### src/rtl/reg_scan_ctrl_pkg.sv
// Shared types and constants for the register-file scan controller.
package reg_scan_pkg;

   localparam int SCAN_W = 8;   // register-file data width
   localparam int SCAN_D = 4;   // register-file index width (2**SCAN_D entries)

   typedef enum logic [1:0] {
      IDLE     = 2'd0,
      DUMP_RD  = 2'd1,
      DUMP_OUT = 2'd2,
      LOAD     = 2'd3
   } scan_state_t;

   localparam logic OP_DUMP = 1'b0;
   localparam logic OP_LOAD = 1'b1;

   // Top two entries: a protected register and the hard-wired zero register.
   localparam logic [SCAN_D-1:0] PROT_REG = SCAN_D'(2**SCAN_D - 2);
   localparam logic [SCAN_D-1:0] ZERO_REG = SCAN_D'(2**SCAN_D - 1);

   // Loads to these indices still consume a stream word but never write.
   function automatic logic is_write_blocked(input logic [SCAN_D-1:0] idx);
      return (idx == PROT_REG) || (idx == ZERO_REG);
   endfunction

endpackage

### src/rtl/reg_scan_ctrl_if.sv
// Command, stream and register-file port bundle for the scan controller.
// master = the controller, slave = harness plus register file.
interface reg_scan_ctrl_if
   import reg_scan_pkg::*;
#(
   parameter int W = SCAN_W,
   parameter int D = SCAN_D
) ();

   // command channel
   logic         cmd_valid;
   logic         cmd_ready;
   logic         cmd_op;
   logic         busy;
   logic         done;

   // register-file ports
   logic [D-1:0] rf_src;
   logic [W-1:0] rf_rdata;
   logic         rf_we;
   logic [D-1:0] rf_waddr;
   logic [W-1:0] rf_wdata;

   // dump stream
   logic         dout_valid;
   logic         dout_ready;
   logic [W-1:0] dout_data;
   logic         dout_last;

   // load stream
   logic         din_valid;
   logic         din_ready;
   logic [W-1:0] din_data;

   modport master (
      input  cmd_valid, cmd_op, rf_rdata, dout_ready, din_valid, din_data,
      output cmd_ready, busy, done, rf_src, rf_we, rf_waddr, rf_wdata,
             dout_valid, dout_data, dout_last, din_ready
   );

   modport slave (
      output cmd_valid, cmd_op, rf_rdata, dout_ready, din_valid, din_data,
      input  cmd_ready, busy, done, rf_src, rf_we, rf_waddr, rf_wdata,
             dout_valid, dout_data, dout_last, din_ready
   );

endinterface

### src/rtl/reg_scan_ctrl.sv
// Scan controller: dumps every register-file entry onto a valid/ready stream
// or loads every entry from one, taking over the register-file ports while busy.
module reg_scan_ctrl
   import reg_scan_pkg::*;
(
   input  logic            CLK,
   input  logic            RESETn,
   reg_scan_ctrl_if.master bus
);

   localparam int W = SCAN_W;
   localparam int D = SCAN_D;
   localparam logic [D-1:0] LAST_IDX = ZERO_REG;

   scan_state_t  state_reg, state_next;
   logic [D-1:0] idx_reg, idx_next;
   logic [W-1:0] dout_data_reg, dout_data_next;
   logic         dout_last_reg, dout_last_next;
   logic         dout_valid_reg, dout_valid_next;
   logic         done_reg, done_next;

   logic         cmd_ready;
   logic         busy;
   logic         din_ready;
   logic         rf_we;
   logic [D-1:0] rf_src;
   logic [D-1:0] rf_waddr;
   logic [W-1:0] rf_wdata;

   // Next-state, counter and output decode for the scan FSM.
   always_comb begin
      state_next      = state_reg;
      idx_next        = idx_reg;
      dout_data_next  = dout_data_reg;
      dout_last_next  = dout_last_reg;
      dout_valid_next = dout_valid_reg;
      done_next       = 1'b0;
      cmd_ready       = 1'b0;
      busy            = 1'b1;
      din_ready       = 1'b0;
      rf_we           = 1'b0;
      rf_src          = '0;
      rf_waddr        = '0;
      rf_wdata        = '0;

      unique case (state_reg)
         IDLE: begin
            cmd_ready = 1'b1;
            busy      = 1'b0;
            if (bus.cmd_valid) begin
               idx_next = '0;
               if (bus.cmd_op == OP_LOAD) begin
                  state_next = LOAD;
               end else begin
                  state_next = DUMP_RD;
               end
            end
         end

         DUMP_RD: begin
            // Register-file read is combinational; capture it into the output slot.
            rf_src          = idx_reg;
            dout_data_next  = bus.rf_rdata;
            dout_last_next  = (idx_reg == LAST_IDX);
            dout_valid_next = 1'b1;
            state_next      = DUMP_OUT;
         end

         DUMP_OUT: begin
            rf_src = idx_reg;
            if (bus.dout_ready) begin
               dout_valid_next = 1'b0;
               if (idx_reg == LAST_IDX) begin
                  state_next = IDLE;
                  done_next  = 1'b1;
               end else begin
                  idx_next   = idx_reg + D'(1);
                  state_next = DUMP_RD;
               end
            end
         end

         LOAD: begin
            din_ready = 1'b1;
            rf_waddr  = idx_reg;
            rf_wdata  = bus.din_data;
            rf_we     = bus.din_valid && !is_write_blocked(idx_reg);
            if (bus.din_valid) begin
               if (idx_reg == LAST_IDX) begin
                  state_next = IDLE;
                  done_next  = 1'b1;
               end else begin
                  idx_next = idx_reg + D'(1);
               end
            end
         end

         default: begin
            state_next = IDLE;
         end
      endcase
   end

   // State, index and registered stream outputs; reset clears everything at once.
   always_ff @(posedge CLK or negedge RESETn) begin
      if (!RESETn) begin
         state_reg      <= IDLE;
         idx_reg        <= '0;
         dout_data_reg  <= '0;
         dout_last_reg  <= 1'b0;
         dout_valid_reg <= 1'b0;
         done_reg       <= 1'b0;
      end else begin
         state_reg      <= state_next;
         idx_reg        <= idx_next;
         dout_data_reg  <= dout_data_next;
         dout_last_reg  <= dout_last_next;
         dout_valid_reg <= dout_valid_next;
         done_reg       <= done_next;
      end
   end

   assign bus.cmd_ready  = cmd_ready;
   assign bus.busy       = busy;
   assign bus.done       = done_reg;
   assign bus.rf_src     = rf_src;
   assign bus.rf_we      = rf_we;
   assign bus.rf_waddr   = rf_waddr;
   assign bus.rf_wdata   = rf_wdata;
   assign bus.dout_valid = dout_valid_reg;
   assign bus.dout_data  = dout_data_reg;
   assign bus.dout_last  = dout_last_reg;
   assign bus.din_ready  = din_ready;

endmodule
### src/flat_wrapper.sv
// flat-port wrapper written by rule: the top's interface ports become plain ports
module reg_scan_ctrl_flat import reg_scan_pkg::*;
  (CLK, RESETn, bus_cmd_valid, bus_cmd_op, bus_rf_rdata, bus_dout_ready, bus_din_valid, bus_din_data, bus_cmd_ready, bus_busy, bus_done, bus_rf_src, bus_rf_we, bus_rf_waddr, bus_rf_wdata, bus_dout_valid, bus_dout_data, bus_dout_last, bus_din_ready);
  reg_scan_ctrl_if bus_i ();
  input  logic CLK;
  input  logic RESETn;
  input wire logic [$bits(bus_i.cmd_valid)-1:0] bus_cmd_valid;
  input wire logic [$bits(bus_i.cmd_op)-1:0] bus_cmd_op;
  input wire logic [$bits(bus_i.rf_rdata)-1:0] bus_rf_rdata;
  input wire logic [$bits(bus_i.dout_ready)-1:0] bus_dout_ready;
  input wire logic [$bits(bus_i.din_valid)-1:0] bus_din_valid;
  input wire logic [$bits(bus_i.din_data)-1:0] bus_din_data;
  output wire logic [$bits(bus_i.cmd_ready)-1:0] bus_cmd_ready;
  output wire logic [$bits(bus_i.busy)-1:0] bus_busy;
  output wire logic [$bits(bus_i.done)-1:0] bus_done;
  output wire logic [$bits(bus_i.rf_src)-1:0] bus_rf_src;
  output wire logic [$bits(bus_i.rf_we)-1:0] bus_rf_we;
  output wire logic [$bits(bus_i.rf_waddr)-1:0] bus_rf_waddr;
  output wire logic [$bits(bus_i.rf_wdata)-1:0] bus_rf_wdata;
  output wire logic [$bits(bus_i.dout_valid)-1:0] bus_dout_valid;
  output wire logic [$bits(bus_i.dout_data)-1:0] bus_dout_data;
  output wire logic [$bits(bus_i.dout_last)-1:0] bus_dout_last;
  output wire logic [$bits(bus_i.din_ready)-1:0] bus_din_ready;
  assign bus_i.cmd_valid = bus_cmd_valid;
  assign bus_i.cmd_op = bus_cmd_op;
  assign bus_i.rf_rdata = bus_rf_rdata;
  assign bus_i.dout_ready = bus_dout_ready;
  assign bus_i.din_valid = bus_din_valid;
  assign bus_i.din_data = bus_din_data;
  assign bus_cmd_ready = bus_i.cmd_ready;
  assign bus_busy = bus_i.busy;
  assign bus_done = bus_i.done;
  assign bus_rf_src = bus_i.rf_src;
  assign bus_rf_we = bus_i.rf_we;
  assign bus_rf_waddr = bus_i.rf_waddr;
  assign bus_rf_wdata = bus_i.rf_wdata;
  assign bus_dout_valid = bus_i.dout_valid;
  assign bus_dout_data = bus_i.dout_data;
  assign bus_dout_last = bus_i.dout_last;
  assign bus_din_ready = bus_i.din_ready;
  reg_scan_ctrl u_core (.CLK(CLK), .RESETn(RESETn), .bus(bus_i));
endmodule
### config.mk
export PLATFORM = sky130hd
export DESIGN_NAME = reg_scan_ctrl_flat
export DESIGN_NICKNAME = d
export VERILOG_FILES = /design/src/rtl/reg_scan_ctrl_pkg.sv /design/src/rtl/reg_scan_ctrl_if.sv /design/src/rtl/reg_scan_ctrl.sv /design/src/flat_wrapper.sv
export SDC_FILE = /design/constraint.sdc
export NUM_CORES = 1
export LEC_CHECK = 0
export CAP_MARGIN = 20
export CORE_UTILIZATION = 34
export CTS_CLUSTER_DIAMETER = 120
export DETAILED_ROUTE_END_ITERATION = 10
export PLACE_DENSITY = 0.82
export SLEW_MARGIN = 40
export SYNTH_ARGS = -nofsm -noshare
export SYNTH_HDL_FRONTEND = slang
export SYNTH_SLANG_ARGS = --single-unit
### constraint.sdc
create_clock -name CLK -period 1.9 [get_ports CLK]
set_clock_uncertainty 0.2 [all_clocks]
set_input_delay 0.19 -clock CLK [delete_from_list [all_inputs] [get_ports CLK]]
set_output_delay 0.19 -clock CLK [all_outputs]
set_load 0.02 [all_outputs]
# After elaboration in Yosys (flattened, before gate mapping)
# Cells that the tools add are included.
dict set report op_classes {
  n_addsub 1
  n_eq_ne 9
  muxes 25
  n_reduce_logical 10
}
# cell n
set ops {}
lappend ops {{$mux 4} 6}
lappend ops {{$pmux 4 s3} 1}
lappend ops {{$mux 2} 5}
lappend ops {{$mux 1} 9}
lappend ops {{$eq 4x4->1 const B} 2}
lappend ops {{$mux 8} 1}
lappend ops {{$pmux 2 s4} 1}
lappend ops {{$reduce_and 4->1} 2}
lappend ops {{$ne 2x2->1 const B} 3}
lappend ops {{$add 4x1->4 const B} 1}
lappend ops {{$eq 2x2->1 const B} 2}
lappend ops {{$pmux 1 s2} 2}
lappend ops {{$reduce_bool 3->1} 1}
lappend ops {{$eq 2x1->1 const B} 1}
lappend ops {{$logic_not 2->1} 1}
lappend ops {{$ne 2x1->1 const B} 1}
lappend ops {{$reduce_and 2->1} 1}
lappend ops {{$reduce_bool 2->1} 1}
lappend ops {{$reduce_or 2->1} 1}
lappend ops {{$logic_and 1x1->1} 1}
lappend ops {{$logic_not 1->1} 1}
lappend ops {{$logic_or 1x1->1} 1}
dict set report totals {
  register_bits 17
  inputBits 22
  elab_cells 51
}

# Depth between registers and ports, before layout
dict set report logic_depth {
  depth_word 5
  mapped_depth 6
  ltp_nobuf 6
}

# Worst setup path after synthesis
# No wires, ideal clock.
dict set report synth_timing {
  kind {register to register}
  startpoint {register u_core.state_reg[0]}
  endpoint {register u_core.idx_reg[1]}
  arrival_time_ns 1.889
  t_required_ns 1.572
  slack_ns -0.316
  stages_incl_launch_ff 6
  path_buffers 0
  path_cell_list {dfrtp_1 > inv_1 > ha_1 > a222oi_1 > and2_1 > mux2_1}
}
dict set report synth_between {
  elab_chain_len 3
  word_cells_on_any_way 9
}
# element line
set synth_lines {}
lappend synth_lines {{start: declaration} reg_scan_ctrl.sv:15} ;# scan_state_t state_reg, state_next;
lappend synth_lines {{start signal: assignment} reg_scan_ctrl.sv:114} ;# state_reg <= state_next;
lappend synth_lines {{$eq 2x2->1 or $logic_not 2->1 (tied branches)} reg_scan_ctrl.sv:46} ;# unique case (state_reg)
lappend synth_lines {{$ne 2x2->1 (no source line) or $reduce_bool 3->1 (tied branches)} -}
lappend synth_lines {{$reduce_and 4->1 (no source line)} -}
lappend synth_lines {{end signal: assignment} reg_scan_ctrl.sv:115} ;# idx_reg <= idx_next;
lappend synth_lines {{end: declaration} reg_scan_ctrl.sv:16} ;# logic [D-1:0] idx_reg, idx_next;
# Several ways; a longest one is shown, not always the timed one.
# A chain may end at the register's enable or synchronous reset.

# Worst setup path in the final report
dict set report layout_timing {
  startpoint {register u_core.idx_reg[1]}
  endpoint {register u_core.idx_reg[1]}
}
dict set report layout_between {
  elab_chain_len 4
  word_cells_on_any_way 6
}
# element line
set layout_lines {}
lappend layout_lines {{$add 4x1->4 or $eq 4x4->1 (tied branches)} -}
lappend layout_lines {{$mux 4 *} {reg_scan_ctrl.sv:73, reg_scan_ctrl.sv:89}}
lappend layout_lines {{$mux 4, on equally long branches} {reg_scan_ctrl.sv:88, reg_scan_ctrl.sv:71}}
lappend layout_lines {{$pmux 4 s3 *} reg_scan_ctrl.sv:46}
# Every way passes the cells marked *; elsewhere a longest branch is shown, timed or not. The select of a mux whose other input is x is not followed.

==> metrics.txt <==
# TYPE chip_impl_metric gauge
chip_impl_metric{name="synth-seq-area-share",unit=""} 0.444
chip_impl_metric{name="synth_seq_cells",unit=""} 17
chip_impl_metric{name="setup_viol",unit=""} 1
chip_impl_metric{name="finalHoldViolations",unit=""} 0
chip_impl_metric{name="irDropWorstVdd",unit="uV"} 1170
chip_impl_metric{name="grt_usage",unit=""} 0.181
chip_impl_metric{name="critPathArrivalTime",unit="ps"} 1890
chip_impl_metric{name="floorplan.die_area",unit="um2"} 3040
chip_impl_metric{name="clock_latency",unit="ps"} 290
chip_impl_metric{name="ant_nets",unit=""} 0
chip_impl_metric{name="period_utilization_post_route",unit=""} 1.00
chip_impl_metric{name="post_synth_instance_area",unit="um2"} 958
chip_impl_metric{name="layout_min_cycle_time",unit="ps"} 1900
chip_impl_metric{name="grt_start_max_net_pins",unit=""} 16
chip_impl_metric{name="cap_viol_max_count",unit=""} 0
chip_impl_metric{name="gp_routability_congestion",unit=""} 0.830
chip_impl_metric{name="total_leakage_power",unit="nW"} 0.801
chip_impl_metric{name="std_cell_rows",unit=""} 18
chip_impl_metric{name="grt_remaining_overflow",unit=""} 0
chip_impl_metric{name="crit_fanout",unit=""} 4
chip_impl_metric{name="synthToLayoutAreaGrowth",unit="%"} 77.8
chip_impl_metric{name="io_buf_count",unit=""} 52
chip_impl_metric{name="clkTransAtPathRegs",unit="ps"} 100
chip_impl_metric{name="floorplan.die.height",unit="um"} 55.1
chip_impl_info{name="status",value="finished with violations"} 1
chip_impl_metric{name="detail_route.wl_per_cell",unit="um"} 13.2
chip_impl_metric{name="drcViolationCount",unit=""} 0
chip_impl_metric{name="routed-via-count",unit=""} 946
chip_impl_metric{name="grt_pass1_vias",unit=""} 943
chip_impl_metric{name="synth_area_per_cell",unit="um2"} 10.9
chip_impl_info{name="root_buffer",value="clkbuf_4"} 1
chip_impl_metric{name="syn_nets",unit=""} 117
chip_impl_metric{name="antenna_violations_before_repair",unit=""} 0
chip_impl_info{name="violations",value="negative setup slack"} 1
chip_impl_metric{name="power.density",unit="nW/um2"} 1530
chip_impl_metric{name="wirelength",unit="mm"} 2.53
chip_impl_metric{name="worst_pin_slew",unit="ps"} 410
chip_impl_metric{name="cts_htree_levels",unit=""} 1
chip_impl_metric{name="crit_required",unit="ps"} 1890
chip_impl_info{name="crit_start_category",value="flop"} 1
chip_impl_metric{name="finalNetCount",unit=""} 192
chip_impl_metric{name="met2_usage",unit=""} 0.337
chip_impl_metric{name="final_core_utilization",unit=""} 0.664
chip_impl_metric{name="dp_cells",unit=""} 184
chip_impl_metric{name="globalRouteMet3Util",unit=""} 0.0328
chip_impl_metric{name="drt-initial-drc-count",unit=""} 16
chip_impl_metric{name="final-instance-count-excl-fill",unit=""} 192
chip_impl_info{name="hp-class",value="input port to flop"} 1
chip_impl_metric{name="synth_cell_types",unit=""} 22
chip_impl_metric{name="fmax",unit="MHz"} 526
chip_impl_metric{name="cts_buffers",unit=""} 3
chip_impl_metric{name="placeableCoreArea",unit="um2"} 2570
chip_impl_metric{name="layout.filler_cells",unit=""} 206
chip_impl_info{name="cts_tree",value="done"} 1
chip_impl_metric{name="i_o_pin_cnt",unit=""} 53
chip_impl_metric{name="drive_above_1_share",unit=""} 0.364
chip_impl_metric{name="fp.dieW",unit="um"} 55.1
chip_impl_metric{name="timing.reg2reg.setup_slack",unit="ps"} -0.2
chip_impl_info{name="gr-max-usage-layer",value="met2"} 1
chip_impl_metric{name="clockBufferDepth",unit=""} 2
chip_impl_metric{name="setup_ws",unit="ps"} -0.241
chip_impl_metric{name="routed_vias_inst",unit=""} 4.93
chip_impl_metric{name="final-max-slew-violation-count",unit=""} 0
chip_impl_info{name="grt_setup_unrepaired",value="yes"} 1
chip_impl_info{name="end_kind",value="flop"} 1
chip_impl_metric{name="cts_num_sinks",unit=""} 17
chip_impl_metric{name="slew-limit-headroom",unit=""} 0.726
chip_impl_metric{name="grt_first_pass_wirelength",unit="mm"} 3.89
chip_impl_metric{name="drt-pass1-iter-count",unit=""} 4
chip_impl_metric{name="yosys_warnings",unit=""} 0
chip_impl_info{name="timing.setup.critical_path_class",value="flop to flop"} 1
chip_impl_metric{name="met1_usage",unit=""} 0.207
chip_impl_metric{name="setup_tns",unit="ps"} -0.241
chip_impl_metric{name="hpwlAfterDp",unit="mm"} 2.01
chip_impl_metric{name="largest_reg_flops",unit=""} 8
chip_impl_metric{name="total_design_power",unit="mW"} 2.60
chip_impl_metric{name="synthCells",unit=""} 88
chip_impl_metric{name="floorplan.initialDensity",unit=""} 0.373
chip_impl_metric{name="insertedDiodeCount",unit=""} 0
## cell type report
cell class                 count  area [um2]  share of cell area
clock buffer                   3        22.5              0.0132
clock inverter                 1        5.00             0.00294
inverter                       7        26.3              0.0154
multi-input combinational     62         529               0.311
sequential                    17         425               0.250
tap                           30        37.5              0.0220
timing repair buffer          72         658               0.386
## per-layer routing
metal | wire length [um] | vias up | part of all wire
li1 | - | 449 | -
met1 | 1010 | 445 | 0.40
met2 | 1250 | 50 | 0.49
met3 | 253 | 2 | 0.10
met4 | 15 | 0 | 0.0059
met5 | 0 | - | 0
## critical path, stage by stage, from the launching register on
cell,delay (ps)
dfrtp_1,430
ha_1,230
and3_1,240
mux2i_1,210
and2_4,200
mux2_4,290
## final timing paths
kind | cells after the start | endpoint | from
worst max register to register | 5 | u_core.idx_reg[1]$_DFFE_PN0P_ | u_core.idx_reg[1]$_DFFE_PN0P_
max in group asynchronous | 3 | u_core.state_reg[1]$_DFFE_PN0P_ | RESETn
min in group asynchronous | 2 | u_core.bus.dout_data[2]$_DFFE_PN0P_ | RESETn
worst min-delay path | 2 | u_core.bus.dout_data[2]$_DFFE_PN0P_ | bus_rf_rdata[2]
worst min register to register | 1 | u_core.bus.dout_data[3]$_DFFE_PN0P_ | u_core.bus.dout_data[3]$_DFFE_PN0P_
worst max-delay path | 5 | u_core.idx_reg[1]$_DFFE_PN0P_ | u_core.idx_reg[1]$_DFFE_PN0P_
## cell families (layout without fill, tap and decap cells)
logic type	count (synthesis)	count (layout)	share of synthesized area
mux	15	15	0.170
compound gates	9	9	0.0770
fa+ha+maj	7	7	0.0914
flops	17	17	0.444
buf+inv	9	83	0.0353
simple gates	31	31	0.183
## synth_stat cells, drive strengths merged
master | instances | area, um2
nor3 | 1 | 5.00
nand2 | 1 | 3.75
clkbuf | 2 | 7.51
o2bb2ai | 2 | 17.5
nand3 | 4 | 20.0
and3 | 2 | 12.5
dfrtp | 17 | 425
mux2i | 5 | 50.1
o22a | 1 | 8.76
and2 | 17 | 106
or2 | 1 | 6.26
nand2b | 1 | 6.26
inv | 7 | 26.3
a32o | 1 | 10.0
a222oi | 1 | 10.0
nor2 | 4 | 15.0
mux2 | 10 | 113
ha | 7 | 87.6
a21boi | 1 | 7.51
o21ai | 1 | 5.00
o211ai | 2 | 15.0
## through the flow
step | hold slack, ps | cell area (um2) | worst slack (ps)
after floorplan | -306 | 978 | -179
after global placement | 291 | 1670 | -77.7
after detailed placement | 299 | 1670 | -123
after CTS | 297 | 1730 | -3.11
after global routing | 302 | 1700 | -57.0
final | 301 | 1700 | -0.241
## what timing repair did
item | in CTS | in global routing
buffers inserted | 2 | 1
setup endpoints to repair | 23 | 20
pin swaps | 1 | 4
gates resized for setup | 53 | 12
endpoints found under the hold margin | 8 | 0
hold buffers | 1 | 0
## cell usage in the layout, fill, tap and decap left out
master | netlist | final
dfrtp_1 | 17 | 17
mux2_2 | 9 | 9
clkinv_2 | 0 | 1
o22a_1 | 1 | 1
a32o_1 | 1 | 1
and3_1 | 2 | 2
mux2i_1 | 5 | 5
dlygate4sd3_1 | 0 | 1
buf_2 | 0 | 2
dlygate4sd2_1 | 0 | 2
nor3_1 | 1 | 1
ha_1 | 7 | 4
nor2_1 | 4 | 4
inv_2 | 0 | 2
mux2_4 | 0 | 1
buf_12 | 0 | 2
nand2_1 | 1 | 1
o21ai_1 | 0 | 1
or2_4 | 0 | 1
and2_4 | 0 | 1
nand2b_1 | 1 | 1
a21boi_2 | 0 | 1
clkdlybuf4s15_2 | 0 | 8
o211ai_1 | 2 | 2
buf_4 | 0 | 18
ha_4 | 0 | 1
nand3_1 | 4 | 4
o2bb2ai_1 | 2 | 2
clkdlybuf4s50_1 | 0 | 32
ha_2 | 0 | 2
inv_1 | 7 | 5
clkbuf_2 | 0 | 7
and2_1 | 17 | 16
a222oi_1 | 1 | 1
clkbuf_4 | 0 | 3
## report_power, final
group / switching, mW / internal [mW] / total (mW)
clock: 0.118 / 0.0783 / 0.196
combinational: 0.817 / 0.981 / 1.80
sequential: 0.101 / 0.508 / 0.609
total: 1.04 / 1.57 / 2.60
(Power assumes the default switching activity.)
